<file path="config.mk">
export PLATFORM = sky130hd
export DESIGN_NAME = ni_be_link_arbiter
export DESIGN_NICKNAME = d
export VERILOG_FILES = /design/src/rtl/ni_be_arb_pkg.sv /design/src/rtl/ni_be_out_reg.sv /design/src/rtl/ni_be_link_arbiter.sv
export SDC_FILE = /design/constraint.sdc
export NUM_CORES = 1
export LEC_CHECK = 0
export ABC_CLOCK_PERIOD_IN_PS = 1900
export CORE_MARGIN = 3
export CORE_UTILIZATION = 40
export CTS_CLUSTER_DIAMETER = 40
export DETAILED_ROUTE_END_ITERATION = 8
export PLACE_DENSITY = 0.81
export SLEW_MARGIN = 10
export SYNTH_ARGS = -nofsm -noshare
export SYNTH_HDL_FRONTEND = slang
export SYNTH_SLANG_ARGS = --single-unit
</file>
<file path="constraint.sdc">
create_clock -name clk_noc -period 1.9 [get_ports clk_noc]
set_input_delay 0.38 -clock clk_noc [delete_from_list [all_inputs] [get_ports clk_noc]]
set_output_delay 0.38 -clock clk_noc [all_outputs]
set_load 0.01 [all_outputs]
</file>
<file path="src/rtl/ni_be_arb_pkg.sv">
// Shared types and helpers for the BE link arbiter: FSM states, round-robin pick
// and counter sizing.
package ni_be_arb_pkg;

    localparam int unsigned MAX_IN        = 8;
    localparam int unsigned PTR_W         = 3;
    localparam int unsigned MAX_LEN_LIMIT = 256;
    localparam int unsigned CNT_W_LIMIT   = $clog2(MAX_LEN_LIMIT + 1);

    typedef enum logic [1:0] {
        IDLE  = 2'd0,
        FWD   = 2'd1,
        DRAIN = 2'd2
    } arb_state_t;

    // One-hot grant of the first requester at or after ptr, modulo n.
    function automatic logic [MAX_IN-1:0] rr_next_grant(
        input logic [MAX_IN-1:0] req,
        input logic [PTR_W-1:0]  ptr,
        input int unsigned       n
    );
        logic [MAX_IN-1:0] g;
        logic              found;
        int unsigned       idx;
        g     = '0;
        found = 1'b0;
        for (int unsigned k = 0; k < MAX_IN; k++) begin
            idx = (32'(ptr) + k) % n;
            if (!found && (k < n) && req[idx[PTR_W-1:0]]) begin
                g[idx[PTR_W-1:0]] = 1'b1;
                found             = 1'b1;
            end
        end
        return g;
    endfunction

endpackage

</file>
<file path="src/rtl/ni_be_out_reg.sv">
// Single-stage flit/last/valid output register with ready backpressure.
module ni_be_out_reg #(
    parameter int unsigned W = 32
) (
    input  logic         clk,
    input  logic         rst_n,
    input  logic [W-1:0] d_flit,
    input  logic         d_last,
    input  logic         d_valid,
    output logic [W-1:0] q_flit,
    output logic         q_last,
    output logic         q_valid,
    input  logic         q_ready,
    output logic         free_c
);

    assign free_c = !q_valid || q_ready;

    // Contents only change while the stage is free, so a stalled flit stays put.
    always_ff @(posedge clk or negedge rst_n) begin
        if (!rst_n) begin
            q_flit  <= '0;
            q_last  <= 1'b0;
            q_valid <= 1'b0;
        end else if (free_c) begin
            q_valid <= d_valid;
            if (d_valid) begin
                q_flit <= d_flit;
                q_last <= d_last;
            end
        end
    end

endmodule

</file>
<file path="src/rtl/ni_be_link_arbiter.sv">
// Packet-level round-robin arbiter sharing one BE NoC link among NUM_IN sources,
// with MAX_LEN truncation and draining of overlong packets.
module ni_be_link_arbiter
    import ni_be_arb_pkg::*;
#(
    parameter int unsigned FLIT_WIDTH = 32,
    parameter int unsigned NUM_IN     = 2,
    parameter int unsigned MAX_LEN    = 8
) (
    input  logic                                clk_noc,
    input  logic                                rst_noc,
    input  logic [NUM_IN-1:0][FLIT_WIDTH-1:0]   in_flit,
    input  logic [NUM_IN-1:0]                   in_valid,
    input  logic [NUM_IN-1:0]                   in_last,
    output logic [NUM_IN-1:0]                   in_ready,
    output logic [FLIT_WIDTH-1:0]               out_flit,
    output logic                                out_valid,
    output logic                                out_last,
    input  logic                                out_ready,
    output logic [NUM_IN-1:0]                   grant,
    output logic [NUM_IN-1:0]                   err_overlen,
    input  logic                                err_clear
);

    localparam int unsigned CNT_W = $clog2(MAX_LEN + 1);

    arb_state_t              state;
    logic [PTR_W-1:0]        ptr;
    logic [CNT_W-1:0]        cnt;

    logic                    stage_free_c;
    logic [MAX_IN-1:0]       pick_c;
    logic [FLIT_WIDTH-1:0]   own_flit_c;
    logic                    own_valid_c;
    logic                    own_last_c;
    logic [PTR_W-1:0]        nxt_ptr_c;
    logic                    acc_c;
    logic                    at_max_c;
    logic                    ovl_c;
    logic                    load_c;
    logic [NUM_IN-1:0]       err_set_c;

    assign pick_c = rr_next_grant(MAX_IN'(in_valid), ptr, NUM_IN);

    // Owner's inputs selected through the one-hot grant; also the rr successor.
    always_comb begin
        own_flit_c  = '0;
        own_valid_c = 1'b0;
        own_last_c  = 1'b0;
        nxt_ptr_c   = '0;
        for (int unsigned i = 0; i < NUM_IN; i++) begin
            if (grant[i]) begin
                own_flit_c  = own_flit_c | in_flit[i];
                own_valid_c = own_valid_c | in_valid[i];
                own_last_c  = own_last_c | in_last[i];
                nxt_ptr_c   = (i == NUM_IN - 1) ? '0 : PTR_W'(i + 1);
            end
        end
    end

    assign in_ready  = (state == FWD)   ? (grant & {NUM_IN{stage_free_c}}) :
                       (state == DRAIN) ? grant : '0;
    assign acc_c     = own_valid_c && (|in_ready);
    assign at_max_c  = (cnt == CNT_W'(MAX_LEN - 1));
    assign load_c    = (state == FWD) && acc_c;
    assign ovl_c     = load_c && !own_last_c && at_max_c;
    assign err_set_c = grant & {NUM_IN{ovl_c}};

    ni_be_out_reg #(
        .W (FLIT_WIDTH)
    ) u_out_reg (
        .clk     (clk_noc),
        .rst_n   (rst_noc),
        .d_flit  (own_flit_c),
        .d_last  (own_last_c || ovl_c),
        .d_valid (load_c),
        .q_flit  (out_flit),
        .q_last  (out_last),
        .q_valid (out_valid),
        .q_ready (out_ready),
        .free_c  (stage_free_c)
    );

    // Arbitration FSM; the grant is held until the owner's last flit is taken.
    always_ff @(posedge clk_noc or negedge rst_noc) begin
        if (!rst_noc) begin
            state       <= IDLE;
            grant       <= '0;
            ptr         <= '0;
            cnt         <= '0;
            err_overlen <= '0;
        end else begin
            err_overlen <= (err_overlen & ~{NUM_IN{err_clear}}) | err_set_c;
            case (state)
                IDLE: begin
                    if (|in_valid) begin
                        grant <= pick_c[NUM_IN-1:0];
                        cnt   <= '0;
                        state <= FWD;
                    end
                end
                FWD: begin
                    if (acc_c) begin
                        if (own_last_c) begin
                            state <= IDLE;
                            grant <= '0;
                            ptr   <= nxt_ptr_c;
                            cnt   <= '0;
                        end else if (at_max_c) begin
                            state <= DRAIN;
                            cnt   <= '0;
                        end else begin
                            cnt <= cnt + CNT_W'(1);
                        end
                    end
                end
                DRAIN: begin
                    if (acc_c && own_last_c) begin
                        state <= IDLE;
                        grant <= '0;
                        ptr   <= nxt_ptr_c;
                    end
                end
                default: begin
                    state <= IDLE;
                    grant <= '0;
                end
            endcase
        end
    end

endmodule

</file>
==> flow_summary.ini <==
[status]
status = complete, no violations

[clock_network]
clk_path_buf_depth = 2
clock_sink_count = 45
worst_setup_hold_path_clk_slew_ps = 80
clock_tree.root_cell = clkbuf_8
cts_tree = done
clock_tree.htree_level_count = 2
clkLatencyLatePin_ps = 290
cts-buffers-inserted = 5

[route]
drt_pre_antenna_iters = 4
routed-via-count = 2085
drc_errors = 0
ant_nets = 0
post_drt_wl_per_cell_um = 14.47
drt_first_iter_violations = 96
avgViaCountPerCell = 5.098
routed_wl_um = 5917

[power]
p_per_area_mw_per_mm2 = 1441
cellLeakagePower_nw = 1.424
power.ir.vdd_worst_v = 0.0007950

[timing]
maxSlewViolCount = 0
setup_repair_after_global_routing_missed_its_margin = no
finalSetupViolCount = 0
layout_min_cycle_time_ps = 1840
skew_ps = 5.679
worst_slew_pin_slew_ps = 413.8
max_freq_ghz = 0.5435
worst_hold_slack_after_final_layout_ps = 10.60
post-route-period-util = 0.9685
relSlewSlack = 0.7241
final_hold_viol_count = 0

[logic_synthesis]
yosys.cell_types.count = 37
post_synthesis_sequential_area_ratio = 0.5169
avgSynthCellArea_um2 = 9.902
synth_top_area_frac = 0.5169
netlist.top_cell.by_area = dfrtp_1
syn_nets = 293
syn_area_mm2 = 0.002178
warning_count_from_the_yosys_run = 0
synthesis.instances = 220
cells_taking_the_most_area_after_synthesis = dfrtp_1 (52%), a22oi_1 (11%), nor2_1 (6.7%)
ys_ff_latch = 45

[floorplan]
dieArea_mm2 = 0.006367
fp.coreArea_mm2 = 0.005172
floorplan.die.width_um = 79.80
rows = 26
top_level_ports = 112
initial_core_utilization = 0.4211
floorplan.die.height_um = 79.80

[critical_path]
critPathTopFamily = buffers and inverters
worstPathArrival_ps = 1460
critical_path.endpoint_type = primary output
cp.buffers_inverters = 3
cp_data_required_time_ps = 1520
startpoint_type_of_the_worst_setup_path = input pin
slowest_stage = clkdlybuf4s50_1
cp_slowest_stage_delay_ps = 410
r2r_cells = 8
cp_cell_sequence = clkdlybuf4s50_1 -> nor2b_1 -> o21ai_1 -> buf_4 -> and2_4 -> buf_2
timing.critical_path.depth = 6
worst-setup-path-type = input pin to primary output
critPathMaxFanout = 2

[finish]
drive_gt1_frac = 0.1268
sequential_cell_area_mm2 = 0.001126
instances_no_fill = 409
layout_commonest_cell = clkdlybuf4s50_1
n_fill_cell = 405
finalNetCount = 412
layout.cells.most_common_list = clkdlybuf4s50_1 (108), dfrtp_1 (45), nor2_1 (39)
synthToLayoutAreaGrowth_pct = 61.80
multiInputGateArea_um2 = 950.9
antenna_cells = 0

[global_route]
global_route.overflow_total = 0
via_count_of_the_first_global_routing_pass = 2030
gr-usage-all-layers = 0.1889
grt_pass1_wl_um = 9370
initial_antenna_violation_count = 0
grt_max_degree = 36

[min_path]
hold_path_class = input pin to asynchronous set/reset pin

[placement]
dpl.cell_count = 400
number_of_input_and_output_port_buffers_inserted = 111
hpwl_um = 4533
finalWeightedCongestion = 0.7692

[job]
drv.max_cap_violation_count = 0
synth_stat cells:
cell	number
o211ai_2	1
and4_1	1
or2_2	3
nand3b_1	1
buf_4	2
nor2_1	39
nand4_1	2
o211ai_1	1
mux2_1	1
o21ai_1	2
a21oi_2	10
and2b_4	1
a31oi_1	1
nor2b_1	2
o21ai_0	3
buf_6	3
a21oi_1	24
and3_1	1
and3_4	1
buf_2	5
clkbuf_1	6
a22o_1	4
and2_1	2
o21a_1	2
inv_1	2
dfrtp_1	45
nand3_1	3
a21boi_0	1
nand2_1	9
a22oi_1	33
a221o_1	1
or2_1	1
nor3_1	1
ha_1	1
a32oi_1	1
nand2b_1	3
o32ai_2	1
state kept, by name, indices dropped and copies added (netlist names):
| register | flops |
|---|---|
| u_out_reg.q_flit | 32 |
| ptr | 1 |
| u_out_reg.q_last | 1 |
| cnt | 4 |
| grant | 2 |
| err_overlen | 2 |
| state | 2 |
| u_out_reg.q_valid | 1 |
logic make-up after synthesis:
logic type	Yosys count	synth area share
adder cells (fa/ha/maj)	1	0.005743
AND/OR/NAND/NOR	70	0.1493
buffers and inverters	18	0.04767
multiplexers	1	0.005169
flip-flops	45	0.5169
AO/OA/AOI/OAI	85	0.2751
through the flow:
step / total power [W] / instance area [um2] / setup TNS, ps / util / setup slack (ps)
finish: 0.005078 / 3525 / 0 / 0.6814 / 59.93
global route: 0.005469 / 3525 / 0 / 0.6814 / 11.84
floorplan: 0.003170 / 2178 / 0 / - / 374.3
CTS: 0.005126 / 3513 / 0 / 0.6792 / 54.92
detailed placement: 0.004541 / 3426 / -533.3 / 0.6623 / -271.9
global placement: 0.004447 / 3426 / -460.0 / 0.6623 / -231.5
per-layer routing:
layer	global-route usage	share of wire
met5	0	0
met4	0.05574	0.011
met3	0.05643	0.085
met2	0.3364	0.50
met1	0.2180	0.40
final timing paths:
path                                                    from                                to  slack (ps)
max in group asynchronous                            rst_noc  u_out_reg.q_flit[30]$_DFFE_PN0P_        1320
worst max-delay path                               out_ready                       in_ready[0]          60
min in group clk_noc            u_out_reg.q_last$_DFFE_PN0P_      u_out_reg.q_last$_DFFE_PN0P_         500
worst max register to register          state[1]$_DFFE_PN0P_              state[1]$_DFFE_PN0P_         190
worst min register to register  u_out_reg.q_last$_DFFE_PN0P_      u_out_reg.q_last$_DFFE_PN0P_         500
worst min-delay path                                 rst_noc  u_out_reg.q_flit[23]$_DFFE_PN0P_          10
power breakdown:
| group | switching (W) | total (W) | internal [W] |
|---|---|---|---|
| Clock | 0.000294 | 0.000583 | 0.000289 |
| Sequential | 0.000276 | 0.00169 | 0.00141 |
| Combinational | 0.00130 | 0.00281 | 0.00150 |
| Total | 0.00188 | 0.00508 | 0.00320 |
cell type report:
class | count | area share
Inverter | 2 | 0.002130
Tap cell | 70 | 0.02485
Clock buffer | 7 | 0.02449
Multi-Input combinational cell | 157 | 0.2698
Timing Repair Buffer | 128 | 0.3592
Sequential cell | 45 | 0.3195
repair_timing:
action | in CTS | in global routing
buffers inserted | 1 | 1
pin swaps | 1 | 0
hold buffers | 0 | 0
cloned | 0 | 0
endpoints found under the setup margin | 2 | 2
resized for setup | 5 | 2
(Power assumes the default switching activity.)
